--- src/rtl/inst_fetch_unit.sv ---
// Instruction fetch front end: holds the PC, fetches one word at a time
// from instruction memory (req/ack) and hands it to decode (valid/ready).
// The next PC is chosen when decode consumes the instruction.
module inst_fetch_unit #(
  parameter logic [31:0] RESET_PC  = 32'h0000_0000,
  parameter int          CNT_WIDTH = 32
) (
  input  logic                 clk,
  input  logic                 rst,
  output logic                 imem_req,
  output logic [31:0]          imem_addr,
  input  logic                 imem_ack,
  input  logic [31:0]          imem_rdata,
  output logic                 inst_valid,
  input  logic                 inst_ready,
  output logic [31:0]          inst_out,
  output logic [31:0]          pc_out,
  output logic [5:0]           opcode_out,
  output logic [5:0]           funccode_out,
  input  logic                 branch_taken,
  input  logic                 jump,
  output logic [CNT_WIDTH-1:0] fetch_count
);

  // A misaligned reset PC could never be fetched correctly, so refuse it.
  generate
    if (RESET_PC[1:0] != 2'b00) begin : g_bad_reset_pc
      $error("inst_fetch_unit: RESET_PC must be word aligned");
    end
  endgenerate

  typedef enum logic {
    FETCH = 1'b0,
    HOLD  = 1'b1
  } state_t;

  state_t                 state_reg, state_next;
  logic [31:0]            pc_reg, pc_next;
  logic [31:0]            inst_reg, inst_next;
  logic [CNT_WIDTH-1:0]   count_reg, count_next;
  logic                   req_int;
  logic                   valid_int;

  // Candidate next-PC values, all derived from the held instruction.
  logic [31:0] pc_seq;
  logic [31:0] branch_target;
  logic [31:0] jump_target;
  logic [31:0] branch_offset;

  assign pc_seq        = pc_reg + 32'd4;
  assign branch_offset = {{14{inst_reg[15]}}, inst_reg[15:0], 2'b00};
  assign branch_target = pc_seq + branch_offset;
  assign jump_target   = {pc_seq[31:28], inst_reg[25:0], 2'b00};

  // State, PC, instruction and retire counter; reset abandons any fetch in flight.
  always_ff @(posedge clk or posedge rst) begin
    if (rst) begin
      state_reg <= FETCH;
      pc_reg    <= RESET_PC;
      inst_reg  <= 32'h0000_0000;
      count_reg <= '0;
    end else begin
      state_reg <= state_next;
      pc_reg    <= pc_next;
      inst_reg  <= inst_next;
      count_reg <= count_next;
    end
  end

  // Next-state and handshake decode. Acks seen in HOLD are ignored, and the
  // branch/jump inputs only matter in the cycle decode consumes.
  always_comb begin
    state_next = state_reg;
    pc_next    = pc_reg;
    inst_next  = inst_reg;
    count_next = count_reg;
    req_int    = 1'b0;
    valid_int  = 1'b0;
    case (state_reg)
      FETCH: begin
        req_int = 1'b1;
        if (imem_ack) begin
          inst_next  = imem_rdata;
          state_next = HOLD;
        end
      end
      HOLD: begin
        valid_int = 1'b1;
        if (inst_ready) begin
          if (jump) begin
            pc_next = jump_target;
          end else if (branch_taken) begin
            pc_next = branch_target;
          end else begin
            pc_next = pc_seq;
          end
          count_next = count_reg + CNT_WIDTH'(1);
          state_next = FETCH;
        end
      end
      default: begin
        state_next = FETCH;
      end
    endcase
  end

  // Handshake outputs are forced low while reset is held so that neither
  // memory nor decode sees activity before the first post-reset cycle.
  assign imem_req     = req_int & ~rst;
  assign inst_valid   = valid_int & ~rst;
  assign imem_addr    = pc_reg;
  assign pc_out       = pc_reg;
  assign inst_out     = inst_reg;
  assign opcode_out   = inst_reg[31:26];
  assign funccode_out = inst_reg[5:0];
  assign fetch_count  = count_reg;

endmodule

--- config.mk ---
export PLATFORM = sky130hd
export DESIGN_NAME = inst_fetch_unit
export DESIGN_NICKNAME = d
export VERILOG_FILES = /design/src/rtl/inst_fetch_unit.sv
export SDC_FILE = /design/constraint.sdc
export NUM_CORES = 1
export LEC_CHECK = 0
export BUFFER_PORTS_ARGS = -buffer_cell sky130_fd_sc_hd__buf_4
export CORE_ASPECT_RATIO = 1.4
export CORE_MARGIN = 1.5
export CORE_UTILIZATION = 50
export DETAILED_ROUTE_END_ITERATION = 10
export GPL_TIMING_DRIVEN = 0
export PLACE_DENSITY = 0.74
export SLEW_MARGIN = 20
export SYNTH_ARGS = -nofsm -noshare
export SYNTH_HDL_FRONTEND = slang
export SYNTH_SLANG_ARGS = --single-unit
--- constraint.sdc ---
create_clock -name clk -period 4.5 [get_ports clk]
set_input_delay 0.675 -clock clk [delete_from_list [all_inputs] [get_ports clk]]
set_output_delay 0.675 -clock clk [all_outputs]
set_load 0.005 [all_outputs]
==> reports/results.ini <==
[logic_synthesis]
yosysWarnings=0
post_synth.cell_area_avg_sq_um=9.13
netlist_area_sq_mm=0.00672
synth_seq_cells=95
synthDistinctLibCells=66
synthesis.instances=736
ys.flop_type=dfrtp_1
yosysSeqAreaShare_pct=35.4
async_flop_share_pct=100
synth-edff-count=0

[route]
route.detailed.drc=0
wirelength_microns=20400
dr.pass1.iters=5
vias_per_cell=5.64
wire_per_inst_microns=18.4
route.vias.total=6252
drt_iter0_drc=313
ant_nets=0

[die]
core_area_sq_mm=0.0130
rows=49
dieArea_sq_mm=0.0141
initial_core_util_pct=51.7
die_x_microns=101
ios=180
die_y_microns=140

[sta]
maxSlewViolCount=0
min_period_ns=4.19
layout_worst_path_cycle_share_pct=93.1
fin_tns_setup_ns=0
finalSetupViolations=0
worstMarginPinSlew_ns=1.10
relSlewSlack_pct=26.8
fin_skew_ns=0.00985
rsz0062_at_grt=false
max_freq_mhz=239
final_hold_viol_count=0

[hold_path]
hold_class=input port to async pin

[layout]
antenna_cells=0
final_nets=1002
regArea_sq_mm=0.00238
area_growth_pct=28.1
stdcell_count=1108
multi_input_comb_area_sq_mm=0.00385
drive_above_1_share_pct=30.5
n_fill_cell=1123

[worst_setup_path]
rr_worst_depth=17
crit_top_cell=a21o_1
cp-end-kind=flip-flop
worst_ep_required_time_ns=4.72
critPathMaxFanout=8
arrival_ns=4.41
path_delay_family=compound AO/OA/AOI/OAI gates
cp.buffers_inverters=1
crit_chain=and3_1 -> and4_4 -> and4_1 -> buf_4 -> nand3_1 -> xnor2_1 -> ha_1 -> a21o_1 -> a21o_1 -> a21o_1 -> a221o_1 -> a31oi_4 -> o22ai_2 -> a211o_1 -> a21oi_1 -> a211o_1 -> nand4_1
cp_slowest_cell=dfrtp_2
crit_cells=17
start_kind=flip-flop
max_stage_delay_ns=0.44
crit_type=flip-flop to flip-flop

[global_route]
antenna_found_initial=0
grt_overflow=0
track_usage_pct=29.6
grt_pass1_wl_microns=32700
grt_pass1_vias=6353
grt_max_degree=79

[pwr]
swShare_pct=41.9
p_switching_w=0.00209
p_leak_nw=4.10
combPwrFrac_pct=56.5
powerDensity_mw_per_mm2=579
vdd_ir_drop_max_mv=0.279
p_int_w=0.00290
power_frac_seq_pct=28.0
clkPwrFrac_pct=15.6

[placement]
port_buffers=173
dpl.hpwl_microns=15400
gp_congestion=0.930
dp.cells=1091

[flow_run]
maxCapViolCount=0

[clock_network]
cts.sinks=95
htreeDepth=3
insertion_delay_ns=0.35
clk_pin_slew_ns=0.07
cts_tree=yes
clock_path_buffers=2
ctsHoldBuffers=0
cts-root-buf=clkbuf_16
cts_made_buffers=9

[status]
run_status=completed

kinds of logic after synthesis:
logic type / count (synthesis) / synth area share [%]
adder cells (fa/ha/maj): 39 / 7.38
other: 1 / 0.0558
buffers and inverters: 90 / 7.67
multiplexers: 36 / 5.96
flip-flops: 95 / 35.4
AND/OR/NAND/NOR: 225 / 16.7
AO/OA/AOI/OAI: 171 / 16.6
XOR/XNOR: 79 / 10.3
cells in the final DEF (no fill, tap or decap), drive strengths merged, types with 3 or more instances in the layout:
| cell | instances |
|---|---|
| buf | 226 |
| dfrtp | 95 |
| nand2 | 74 |
| xnor2 | 57 |
| a21oi | 46 |
| o21ai | 46 |
| nor2 | 41 |
| ha | 38 |
| mux2 | 32 |
| clkbuf | 30 |
| nand3 | 27 |
| nand4 | 24 |
| xor2 | 22 |
| inv | 20 |
| and3 | 15 |
| a21o | 14 |
| o211ai | 12 |
| and4 | 8 |
| o21bai | 7 |
| nor3 | 7 |
| and2 | 7 |
| nor2b | 6 |
| a211oi | 6 |
| a21boi | 5 |
| nand2b | 4 |
| or3 | 4 |
| a211o | 4 |
| mux2i | 4 |
| conb | 4 |
| clkinv | 4 |
| o21a | 3 |
| o211a | 3 |
| a221oi | 3 |
| a31oi | 3 |
layout make-up:
cell class / instances / share of cell area (%)
Clock buffer: 10 / 2.78
Timing Repair Buffer: 175 / 15.5
Sequential cell: 95 / 27.7
Inverter: 19 / 0.887
Buffer: 71 / 5.16
Tap cell: 178 / 2.59
Multi-Input combinational cell: 554 / 44.7
Clock inverter: 6 / 0.713
metrics by stage:
stage	total power, W	hold slack, ns	worst slack, ns	util [%]	instance area, sq um
after global routing	0.00535	0.264	0.00538	66.2	8600
after CTS	0.00497	0.260	0.103	66.0	8580
after detailed placement	0.00417	0.477	0.147	63.7	8280
after global placement	0.00410	0.468	0.110	63.5	8250
final	0.00498	0.258	0.308	66.2	8600
after floorplan	0.00314	0.468	0.743	-	6730
worst paths after layout:
check | startpoint | to | slack (ns)
worst max register to register | imem_addr[4] | imem_addr[31] | 0.31
min in group clk | fetch_count[31] | fetch_count[31] | 0.49
max in group asynchronous | rst | imem_addr[4] | 3.56
worst min register to register | fetch_count[31] | fetch_count[31] | 0.49
worst max-delay path | imem_addr[4] | imem_addr[31] | 0.31
worst min-delay path | rst | fetch_count[5] | 0.26
per-layer routing:
layer | global-route usage [%] | part of all wire, % | vias up
met1 | 34.6 | 39 | 3081
met5 | 0 | 0 | -
li1 | - | - | 2960
met2 | 55.5 | 55 | 181
met3 | 3.34 | 3.9 | 30
met4 | 9.58 | 2.2 | 0
timing repair:
item | 4_1_cts | 5_1_grt
endpoints found under the setup margin | 0 | 3
buffers inserted | 0 | 1
resized for setup | 0 | 5
endpoints found under the hold margin | 0 | 0
cell usage after synthesis (2+ instances only):
master | count | area share [%]
o211ai_1 | 12 | 1.3
nor2b_1 | 6 | 0.56
a22oi_1 | 2 | 0.22
nor2_1 | 41 | 2.3
mux2_2 | 32 | 5.4
a31oi_1 | 2 | 0.19
a21boi_0 | 5 | 0.56
buf_4 | 47 | 5.3
o211a_1 | 3 | 0.45
and3_1 | 14 | 1.3
nand4_1 | 24 | 2.2
o21a_1 | 3 | 0.34
a211o_1 | 4 | 0.52
a21oi_1 | 46 | 3.4
nand2_1 | 74 | 4.1
a211oi_1 | 5 | 0.56
o22ai_1 | 2 | 0.19
nor3_1 | 7 | 0.52
o21bai_1 | 7 | 0.78
clkbuf_1 | 20 | 1.1
and2_1 | 6 | 0.56
nand3_1 | 27 | 2.0
a21o_1 | 14 | 1.6
or3_1 | 4 | 0.37
xor2_1 | 22 | 2.9
inv_1 | 18 | 1.0
o21ai_0 | 45 | 3.4
a221oi_1 | 2 | 0.26
and4_4 | 2 | 0.34
dfrtp_1 | 95 | 35
and4_1 | 6 | 0.78
nand2b_1 | 4 | 0.37
nor4_1 | 2 | 0.19
a221o_1 | 2 | 0.30
buf_1 | 3 | 0.17
xnor2_1 | 57 | 7.4
nor3b_1 | 2 | 0.22
ha_1 | 38 | 7.1
mux2i_1 | 4 | 0.60
power by group through the flow:
stage	clock network (W)	registers (W)	logic, W
floorplan	0	0.00132	0.00182
global placement	0	0.00139	0.00271
detailed placement	0	0.00140	0.00277
CTS	0.000792	0.00139	0.00280
global route	0.000820	0.00143	0.00311
finish	0.000776	0.00139	0.00281
Note: power is estimated with default switching activity, not from simulation.
